$ cat config.mk
export PLATFORM = sky130hd
export DESIGN_NAME = doubling_recursion
export DESIGN_NICKNAME = d
export VERILOG_FILES = /design/src/rtl/doubling_recursion.sv
export SDC_FILE = /design/constraint.sdc
export NUM_CORES = 1
export LEC_CHECK = 0
export ABC_AREA = 1
export ABC_CLOCK_PERIOD_IN_PS = 800
export CAP_MARGIN = 20
export CORE_ASPECT_RATIO = 1.4
export CORE_MARGIN = 1
export CORE_UTILIZATION = 51
export CTS_CLUSTER_DIAMETER = 60
export DETAILED_ROUTE_END_ITERATION = 16
export PLACE_DENSITY_LB_ADDON = 0.15
export SLEW_MARGIN = 10
export SYNTH_ARGS = -nofsm -noshare
export SYNTH_HDL_FRONTEND = slang
export SYNTH_SLANG_ARGS = --single-unit
$ cat constraint.sdc
create_clock -name clk -period 0.8 [get_ports clk]
set_input_delay 0.08 -clock clk [delete_from_list [all_inputs] [get_ports clk]]
set_output_delay 0.08 -clock clk [all_outputs]
set_load 0.01 [all_outputs]
$ cat src/rtl/doubling_recursion.sv
// 16-bit adder whose carries come from a log-depth KPG prefix network
// (recursive doubling); the 17-bit sum a + b + cin is registered.

// KPG composition, x more significant. Code 10 is treated as kill.
module kpg_op (
  input  logic [1:0] x,
  input  logic [1:0] y,
  output logic [1:0] z
);
  always_comb begin
    z = 2'b00;
    if (x == 2'b01)      z = y;
    else if (x == 2'b11) z = 2'b11;
  end
endmodule

module doubling_recursion #(
  parameter int WIDTH = 16
) (
  input  logic             clk,
  input  logic             rst_n,
  input  logic [WIDTH-1:0] a,
  input  logic [WIDTH-1:0] b,
  input  logic             cin,
  output logic [WIDTH:0]   ans
);
  localparam int NPOS   = WIDTH + 1;
  localparam int STAGES = $clog2(NPOS);

  // Slot 0 is the carry-in position (-1); slot p holds bit p-1.
  logic [STAGES:0][NPOS-1:0][1:0] w_st;
  logic [WIDTH-1:0]               w_carry_in;
  logic [WIDTH:0]                 w_sum;

  assign w_st[0][0] = cin ? 2'b11 : 2'b00;

  genvar s, p;
  generate
    for (p = 1; p < NPOS; p++) begin : g_init
      assign w_st[0][p] = {a[p-1] & b[p-1], a[p-1] | b[p-1]};
    end
    for (s = 0; s < STAGES; s++) begin : g_stage
      for (p = 0; p < NPOS; p++) begin : g_pos
        if (p >= (1 << s)) begin : g_op
          kpg_op u_op (
            .x (w_st[s][p]),
            .y (w_st[s][p-(1<<s)]),
            .z (w_st[s+1][p])
          );
        end else begin : g_keep
          assign w_st[s+1][p] = w_st[s][p];
        end
      end
    end
    for (p = 0; p < WIDTH; p++) begin : g_cy
      assign w_carry_in[p] = w_st[STAGES][p][1];
    end
  endgenerate

  assign w_sum = {w_st[STAGES][WIDTH][1], a ^ b ^ w_carry_in};

  always_ff @(posedge clk or negedge rst_n) begin
    if (!rst_n) ans <= '0;
    else        ans <= w_sum;
  end
endmodule

==> metrics, run 1 <==
num rows 28; Starting Density 0.535; Root Buffer clkbuf_8; Syn Inst Count 338; Die Height 80.9 um; maximum number of pins on one net before global-route repair 18; I/O Buffers 51; H-tree level count 1; CTS max path bufs 2; Err [ERROR DPL-0038] Utilization greater than 100%, impossible to legalize; Stop stage global routing (5_1_grt); Placer Congestion 0.888; DP HPWL 5.25 mm; TritonCTS Sinks 17; sequential share of the synthesized area 0.188; status did not finish; synthesized area 2270 um2; Post-Syn Nets 419; Yosys reg bits 17; Die W 58.3 um; Worst EP kind sequential cell input; Yosys warning count 0; Hold Buf Count CTS 0; total CTS buffers 3; grt repair worst endpoint ans[16]$_DFF_PN0_/D; placed cell areas 3560 um2; total I/O pin count 52; Avg Cell Area, Syn 6.70 um2; distinct cell type count after synthesis 27
==> what timing repair did <==
| item | CTS |
|---|---|
| setup buffers | 23 |
| endpoints found under the setup margin | 34 |
| pin swaps | 111 |
| gates resized for setup | 347 |
| hold endpoints to repair | 0 |
==> Yosys cell counts <==
cell type,number,area [um2]
nand2_1,106,398
inv_1,72,270
ha_1,45,563
nor2_1,21,78.8
dfrtp_1,17,425
nand3_1,14,70.1
o21ai_0,12,60.1
xor2_1,8,70.1
a21oi_1,7,35.0
o21ai_2,5,43.8
inv_2,4,15.0
nand2_2,4,25.0
nand2_4,3,33.8
o21ai_1,3,15.0
and2_4,2,17.5
nand3b_1,2,15.0
nand4_1,2,12.5
xnor2_1,2,17.5
a21oi_2,1,8.76
a21oi_4,1,16.3
a31o_2,1,8.76
buf_6,1,11.3
fa_1,1,20.0
nor2_2,1,6.26
nor2_4,1,11.3
nor3_2,1,10.0
o211ai_1,1,7.51
==> logic make-up after synthesis <==
logic type,Yosys count,synth area share
simple gates,157,0.299
flops,17,0.188
buf+inv,77,0.131
compound gates,31,0.0861
xor+xnor,10,0.0387
fa+ha+maj,46,0.257
==> metrics by stage <==
stage	setup TNS, ps	setup slack, ps	std cells	hold slack, ps
CTS	-4660	-394	519	141
global placement	-17490	-1140	500	433
detailed placement	-18100	-1180	500	437
floorplan	-4210	-398	338	-216
==> run 2, diff against run 1 <==
- CORE_ASPECT_RATIO: 1.4 -> unset
- CORE_UTILIZATION: 51 -> 40
- CTS_CLUSTER_DIAMETER: 60 -> unset
==> run 2 against run 1 <==
Against the previous run:
- area after synthesis unchanged
- the flow now finishes, with violations (negative setup slack)
- synthesized cell count is the same
==> metrics, run 2 <==
maximum number of pins on one net before global-route repair 18; Syn Inst Count 338; pre-CTS setup slack -1130 ps; CTS max path bufs 2; Slew Limit Headroom 0.856; global route overflow 0; WL final 7.46 mm; fmax 818 MHz; commonest non-fill, non-tap cells in the layout 69 x buf_4, 49 x nand2_1, 43 x nand2_2; PD cells 1180 nW/um2; CORE AREA 5470 um2; dpl cells 520; Die Area 5970 um2; # Max-Cap Violations 0; CTS tree done; Final ANT Viol Nets 0; H-tree level count 1; register area 425 um2; Post-synth top cells 106 x nand2_1, 72 x inv_1, 45 x ha_1; DP HPWL 4.67 mm; Yosys reg bits 17; EDFF count, synth 0; unrepaired setup endpoints after global routing yes; status finished with violations; DR WL/cell 13.6 um; Starting Density 0.414; Placer Congestion 0.845; antenna violations before repair 0; Avg Cell Area, Syn 6.70 um2; total CTS buffers 3; Hold Crit Class in2reg; All-Layer GR Usage 0.233; Final Non-Filler Cells 547; VDD IR max 633 uV; TritonCTS Sinks 17; Die Height 77.3 um; final-report hold violation count 0; 1st-iter DRT viols 73; most frequent cell after synthesis nand2_1; Clk pin slew, worst setup/hold paths 70 ps; post-synth top area cell ha_1; DR vias 2620; I/O Buffers 51; startpoint types input pin; final setup fails 32; worst path required time 950 ps; CP Class in2reg; Die W 77.3 um; final worst-path cycle share 1.53; drt via density 4.79; total I/O pin count 52; ant diodes 0; num rows 27; synthesized area 2270 um2; Post-Syn Nets 419; vias in the first global route 2607; Post-synth ARST share 1.00; global-route wire length before repair 11.3 mm; Final nets 557; Remaining DRCs 0; distinct cell type count after synthesis 27; Crit Path Max Fanout 5; Largest Register ans; largest registers ans (17); Root Buffer clkbuf_8; LEAKAGE 2.24 nW; Worst Slack Setup Final -422 ps; share of cells above drive strength 1 0.701; Yosys warning count 0; Max Slew Vio Count 0; area added between synthesis and finish 99.6%; worst-margin pin slew 214 ps; Layout fillers 329; top cells by area, synth ha_1 25%, dfrtp_1 19%, nand2_1 18%; Post-synth top flop dfrtp_1; post-route setup TNS -4720 ps; crit path DAT 1370 ps; failing checks negative setup slack; CP Capture Type register; commonest non-fill, non-tap cell in the layout buf_4; number of flip-flops in the largest register 17; area of the multi-input gates 2420 um2; sequential share of the synthesized area 0.188; Synth top area share 0.248; First-pass DRT Iterations 4; post-layout min period 1220 ps; WHS 118 ps
## run 2: path summary, 6_finish.rpt
| kind | start | end | slack (ps) | depth (start not counted) |
|---|---|---|---|---|
| setup / recovery | a[9] | ans[16] | -420 | 14 |
| hold / removal | a[0] | ans[0] | 120 | 2 |
| max in group asynchronous | rst_n | ans[11] | 510 | 2 |
| min in group asynchronous | rst_n | ans[1] | 160 | 2 |
## run 2: power breakdown
group          internal (mW)  switching [mW]  total, mW
registers               1.05          0.0573       1.10
logic                   1.71            1.85       3.56
clock network          0.354           0.326      0.680
## run 2: cell type report
cell class,instances,area share
inverter,76,0.0874
timing repair buffer,134,0.253
tap,72,0.0199
clock buffer,4,0.00996
multi-input combinational,244,0.536
sequential,17,0.0941
## run 2: kinds of logic after synthesis
family          synth area share
flops                      0.188
fa+ha+maj                  0.257
buf+inv                    0.131
xor+xnor                  0.0387
compound gates            0.0861
simple gates               0.299
## run 2: per-stage QoR
step                utilization  total power [mW]  instance area, um2
finish                    0.826              5.35                4520
global route              0.826              5.66                4520
CTS                       0.771              4.87                4220
detailed placement        0.666              3.83                3650
global placement          0.666              3.77                3650
floorplan                     -              2.55                2580
## run 2: metal layers
metal | global-route usage | wire (um) | vias up | part of all wire
li1 | - | - | 1295 | -
met1 | 0.274 | 2960 | 1252 | 0.40
met2 | 0.449 | 4130 | 62 | 0.55
met3 | 0.0190 | 269 | 11 | 0.036
met4 | 0.0509 | 89 | 0 | 0.012
met5 | 0 | 0 | - | 0
## run 2: repair_timing
action / 4_1_cts / 5_1_grt
pin swaps: 101 / 71
setup buffers: 17 / 8
setup endpoints to repair: 34 / 32
gates resized for setup: 357 / 88
hold buffers: 0 / 0
## run 2: critical path, cell delays in order
cell and delay [ps]:
buf_8 90, inv_8 30, ha_4 290, buf_12 120, clkinv_8 40, nand2_4 50
nand2_2 60, buf_4 130, o21ai_1 110, inv_1 80, nor2_1 120, nor2_1 50
nand2_1 60, nor2_1 50
(Power assumes the default switching activity.)
==> run 3, diff against run 2 <==
- ABC_AREA: 1 -> unset
- ABC_CLOCK_PERIOD_IN_PS: 800 -> unset
- clock period: 0.8 -> 1.08 ns (I/O delays scaled with it)
==> run 3 against run 2 <==
Against the previous run:
- the flow still finishes with violations (negative setup slack)
- critical path depth fell by 6
- cell area fell by 12%
- clock power fell by 26%
- largest cell class unchanged
- die area fell by 8.9%
- clock-buffer cell count fell by 1
==> metrics, run 3 <==
pre-CTS setup slack -1270 ps; WHS Endpoint ans[0]; num rows 25; CP Capture Type register; CTS max path bufs 2; worst path required time 1250 ps; Hold Buf Count CTS 0; Synth top area share 0.273; unrepaired setup endpoints after global routing yes; All-Layer GR Usage 0.235; maximum number of pins on one net before global-route repair 18; failing checks negative setup slack; commonest non-fill, non-tap cells in the layout 84 x buf_4, 32 x dlygate4sd2_1, 27 x inv_2; Yosys warning count 0; ant diodes 0; Syn Inst Count 234; crit path DAT 1910 ps; sequential share of the synthesized area 0.207; EDFF count, synth 0; post-route setup TNS -6390 ps; distinct cell type count after synthesis 48; Final Cell Area 3970 um2; I/O Buffers 51; Remaining DRCs 0; Avg Cell Area, Syn 8.80 um2; Post-synth top flop dfrtp_1; VDD IR max 677 uV; Clk pin slew, worst setup/hold paths 70 ps; Slew Limit Headroom 0.770; Hold Path Cell Cnt 2; most frequent cell after synthesis ha_1; fmax 575 MHz; Final nets 465; Hold Path Origin cin; Placer Congestion 0.825; worst-margin pin slew 345 ps; WHS 161 ps; Hold Crit Class in2reg; share of cells above drive strength 1 0.564; final worst-path cycle share 1.61; DR WL/cell 16.2 um; Largest stage delay, worst path 430 ps; number of flip-flops in the largest register 17; total I/O pin count 52; synthesized area 2060 um2; 1st-iter DRT viols 76; Die Height 73.8 um; largest registers ans (17); DR vias 2271; PD cells 878 nW/um2; Root Buffer clkbuf_8; crit-path cells buf_6 > fa_2 > o21ba_4 > mux2i_4 > a31oi_4 > or3_4 > o22ai_4 > xnor2_1; Bufs and invs on worst path 1; Post-synth top cells 45 x ha_1, 40 x inv_1, 17 x dfrtp_1, 17 x nor2_1, 11 x nand2b_1; global-route wire length before repair 9.81 mm; placed cell areas 3330 um2; Final ANT Viol Nets 0; Die W 73.8 um; global route overflow 0; TritonCTS Sinks 17; Worst Slack Setup Final -659 ps; top cells by area, synth ha_1 27%, dfrtp_1 21%, inv_1 7.3%; cell family with most CP delay compound AO/OA/AOI/OAI gates; Starting Density 0.425; Die Area 5440 um2; LEAKAGE 1.91 nW; antenna violations before repair 0; Post-synth ARST share 1.00; status finished with violations; drt via density 5.05; vias in the first global route 2241; final setup fails 14; CP Class in2reg; DP HPWL 4.29 mm; total CTS buffers 3; startpoint types input pin; Crit Path Max Fanout 3; CTS tree done; Design Power 3.49 mW; post-synth top area cell ha_1; area added between synthesis and finish 92.8%; final-report hold violation count 0; critical path's slowest cell or3_4; H-tree level count 1; First-pass DRT Iterations 4; Yosys reg bits 17; Max Slew Vio Count 0; Largest Register ans; # Max-Cap Violations 0; WL final 7.31 mm; commonest non-fill, non-tap cell in the layout buf_4; Post-Syn Nets 315; CORE AREA 4850 um2; post-layout min period 1740 ps
run 3: cell count changes in the layout (fill, tap and decap cells not counted), moves of 10 or more:
| cell | change |
|---|---|
| buf_4 | +15 |
| dlygate4sd2_1 | +30 |
| buf_2 | -22 |
| ha_1 | +10 |
| nand2_1 | -40 |
| o21ai_4 | -10 |
| buf_8 | -10 |
| inv_4 | -10 |
| nand2_2 | -43 |
| inv_1 | -14 |
| nand2_4 | -18 |
run 3: logic make-up after synthesis:
logic type,Yosys count,synth area share
AO/OA/AOI/OAI,47,0.175
XOR/XNOR,14,0.0595
adder cells (fa/ha/maj),46,0.283
buffers and inverters,43,0.0826
flip-flops,17,0.207
multiplexers,9,0.0468
AND/OR/NAND/NOR,58,0.146
run 3: how the worst max path moves through the flow:
stage / from / to / slack [ps] / cells past startpoint
2_1_floorplan: a[0] / ans[13] / -630 / 7
3_3_place_gp: a[0] / ans[13] / -1210 / 8
3_5_place_dp: a[0] / ans[9] / -1270 / 8
4_1_cts: a[0] / ans[13] / -560 / 8
5_1_grt: cin / ans[13] / -670 / 8
6_report: cin / ans[13] / -660 / 8
run 3: stage by stage:
| step | utilization | instances |
|---|---|---|
| 6_report | 0.819 | 450 |
| 5_1_grt | 0.819 | 450 |
| 4_1_cts | 0.789 | 444 |
| 3_5_place_dp | 0.687 | 425 |
| 3_3_place_gp | 0.687 | 425 |
| 2_1_floorplan | - | 234 |
run 3: per-layer routing:
layer  GRT usage  share of wire
met1       0.263           0.38
met2       0.462           0.55
met3      0.0370          0.043
met4      0.0449          0.023
met5           0              0
run 3: report_power, final:
part           switching (mW)  internal, mW
sequential             0.0495         0.776
combinational           0.982          1.17
clock                   0.250         0.257
run 3: repair_timing:
item                                    4_1_cts  5_1_grt
gates resized for setup                     160       39
buffers inserted                             16        8
endpoints found under the setup margin       33       14
pin swaps                                    38       28
run 3: layout make-up:
| type | count | area (um2) |
|---|---|---|
| Clock inverter | 1 | 5.00 |
| Multi-Input combinational cell | 174 | 1990 |
| Timing Repair Buffer | 148 | 1260 |
| Tap cell | 67 | 83.8 |
| Fill cell | 268 | 878 |
| Inverter | 40 | 168 |
| Clock buffer | 3 | 41.3 |
| Sequential cell | 17 | 425 |
==> run 4, diff against run 3 <==
- CORE_MARGIN: 1 -> 3
==> run 4 against run 3 <==
Against the previous run:
- the flow still finishes with violations (negative setup slack)
- via count is 3.7% lower
- critical path depth is 2 higher
- clock power is 5.7% lower
- largest cell class unchanged
- critical endpoint unchanged
- clock-buffer cell count is 1 higher
- wire length is 6.4% lower
- sequential share of layout area hardly changed
- non-clock buffer count is 10 lower
- worst hold slack better by 5.4 ps
- sequential cell count stayed put
==> metrics, run 4 (synthesized netlist as in run 3, its figures left out) <==
failing checks negative setup slack; total I/O pin count 52; crit path DAT 1800 ps; commonest non-fill, non-tap cells in the layout 77 x buf_4, 30 x dlygate4sd2_1, 25 x inv_2; All-Layer GR Usage 0.221; global route hottest layer met2; P_sw 1.22 mW; maximum number of pins on one net before global-route repair 18; M3 GR Usage 0.0348; CTS max path bufs 2; Hold Path Origin cin; VDD IR max 523 uV; 1st-iter DRT viols 88; Die W 77.8 um; worst path required time 1220 ps; vias in the first global route 2301; CORE AREA 4850 um2; post-route setup TNS -5440 ps; unrepaired setup endpoints after global routing yes; Final nets 455; antenna violations before repair 0; DR vias 2188; final setup fails 13; CP Class in2reg; Pint 2.18 mW; startpoint types input pin; sw frac 0.359; CTS tree done; post-layout min period 1660 ps; Remaining DRCs 0; pre-CTS setup slack -1270 ps; Root Buffer clkbuf_8; Largest Register ans; area added between synthesis and finish 92.3%; num rows 25; combinational power share 0.618; critical path's slowest cell dlygate4sd2_1; DR WL/cell 15.5 um; Final ANT Viol Nets 0; TritonCTS Sinks 17; I/O Buffers 51; Placer Congestion 0.806; share of cells above drive strength 1 0.558; Clk pin slew, worst setup/hold paths 70 ps; crit-path cells dlygate4sd2_1 > buf_4 > ha_1 > nor2_1 > a22o_1 > buf_4 > nand2_1 > nor2_1 > o22ai_4 > xnor2_1; met2 GRT Util 0.429; Hold Path Cell Cnt 2; placed cell areas 3320 um2; largest registers ans (17); number of flip-flops in the largest register 17; fmax 603 MHz; final-report hold violation count 0; Flop pwr share 0.242; DP HPWL 4.23 mm; worst-margin pin slew 326 ps; WL final 6.84 mm; WHS Endpoint ans[0]; Clk pwr share 0.140; Slew Limit Headroom 0.782; Worst Slack Setup Final -579 ps; Final Cell Area 3960 um2; First-pass DRT Iterations 4; Die Area 6050 um2; Hold Buf Count CTS 0; status finished with violations; global-route wire length before repair 10.8 mm; commonest non-fill, non-tap cell in the layout buf_4; ant diodes 0; Starting Density 0.425; Max Slew Vio Count 0; drt via density 4.97; LEAKAGE 1.88 nW; Hold Crit Class in2reg; # Max-Cap Violations 0; Crit. Startpoint a[11]; total CTS buffers 3; Largest stage delay, worst path 260 ps; PD cells 858 nW/um2; met1 Use GR 0.248; CP Capture Type register; H-tree level count 1; global route overflow 0; final worst-path cycle share 1.54; Crit Path Max Fanout 3; Die Height 77.8 um
run 4: worst max path at each step:
stage | end | slack (ps) | cells after the start
after global routing | ans[13] | -590 | 8
after global placement | ans[13] | -1210 | 8
after detailed placement | ans[13] | -1270 | 8
after CTS | ans[13] | -560 | 8
after floorplan | ans[13] | -630 | 7
final | ans[13] | -580 | 10
run 4: final cells by class:
| class | count | area (um2) |
|---|---|---|
| clock buffers | 4 | 45.0 |
| multi-input cells | 174 | 2070 |
| fillers | 277 | 887 |
| repair buffers | 138 | 1170 |
| inverters | 40 | 168 |
| well taps | 67 | 83.8 |
| flip-flops and latches | 17 | 425 |
run 4: critical path: cells and delay by family:
| kind | cells | cell delay (ps) |
|---|---|---|
| and+or+nand+nor | 3 | 480 |
| buffers and inverters | 3 | 530 |
| AOI/OAI and AO/OA | 2 | 320 |
| adders and majority gates | 1 | 230 |
| xor gates and xnor gates | 1 | 130 |
run 4: power by group through the flow:
stage / Clock [mW] / Sequential (mW) / Combinational [mW]
after detailed placement: 0 / 0.835 / 1.69
after CTS: 0.471 / 0.818 / 1.94
after floorplan: 0 / 0.903 / 0.719
final: 0.477 / 0.822 / 2.10
after global placement: 0 / 0.831 / 1.66
after global routing: 0.514 / 0.832 / 2.24
run 4: timing repair:
action | in CTS | in global routing
buffers inserted | 9 | 4
endpoints found under the hold margin | 0 | 0
setup endpoints to repair | 33 | 15
resized for setup | 170 | 32
cloned | 0 | 0
pin swaps | 39 | 25
run 4: stage by stage:
stage          power [mW]  std cells  hold slack, ps  utilization
5_1_grt              3.58        440             160        0.817
2_1_floorplan        1.62        234            -188            -
6_report             3.40        440             166        0.817
4_1_cts              3.23        437             167        0.794
3_3_place_gp         2.49        424             449        0.685
3_5_place_dp         2.53        424             452        0.685
run 4: routing by layer:
layer / routed length [um] / vias up
met5: 0 / -
met4: 140 / 0
met3: 316 / 16
met2: 3740 / 73
met1: 2640 / 1041
li1: - / 1058
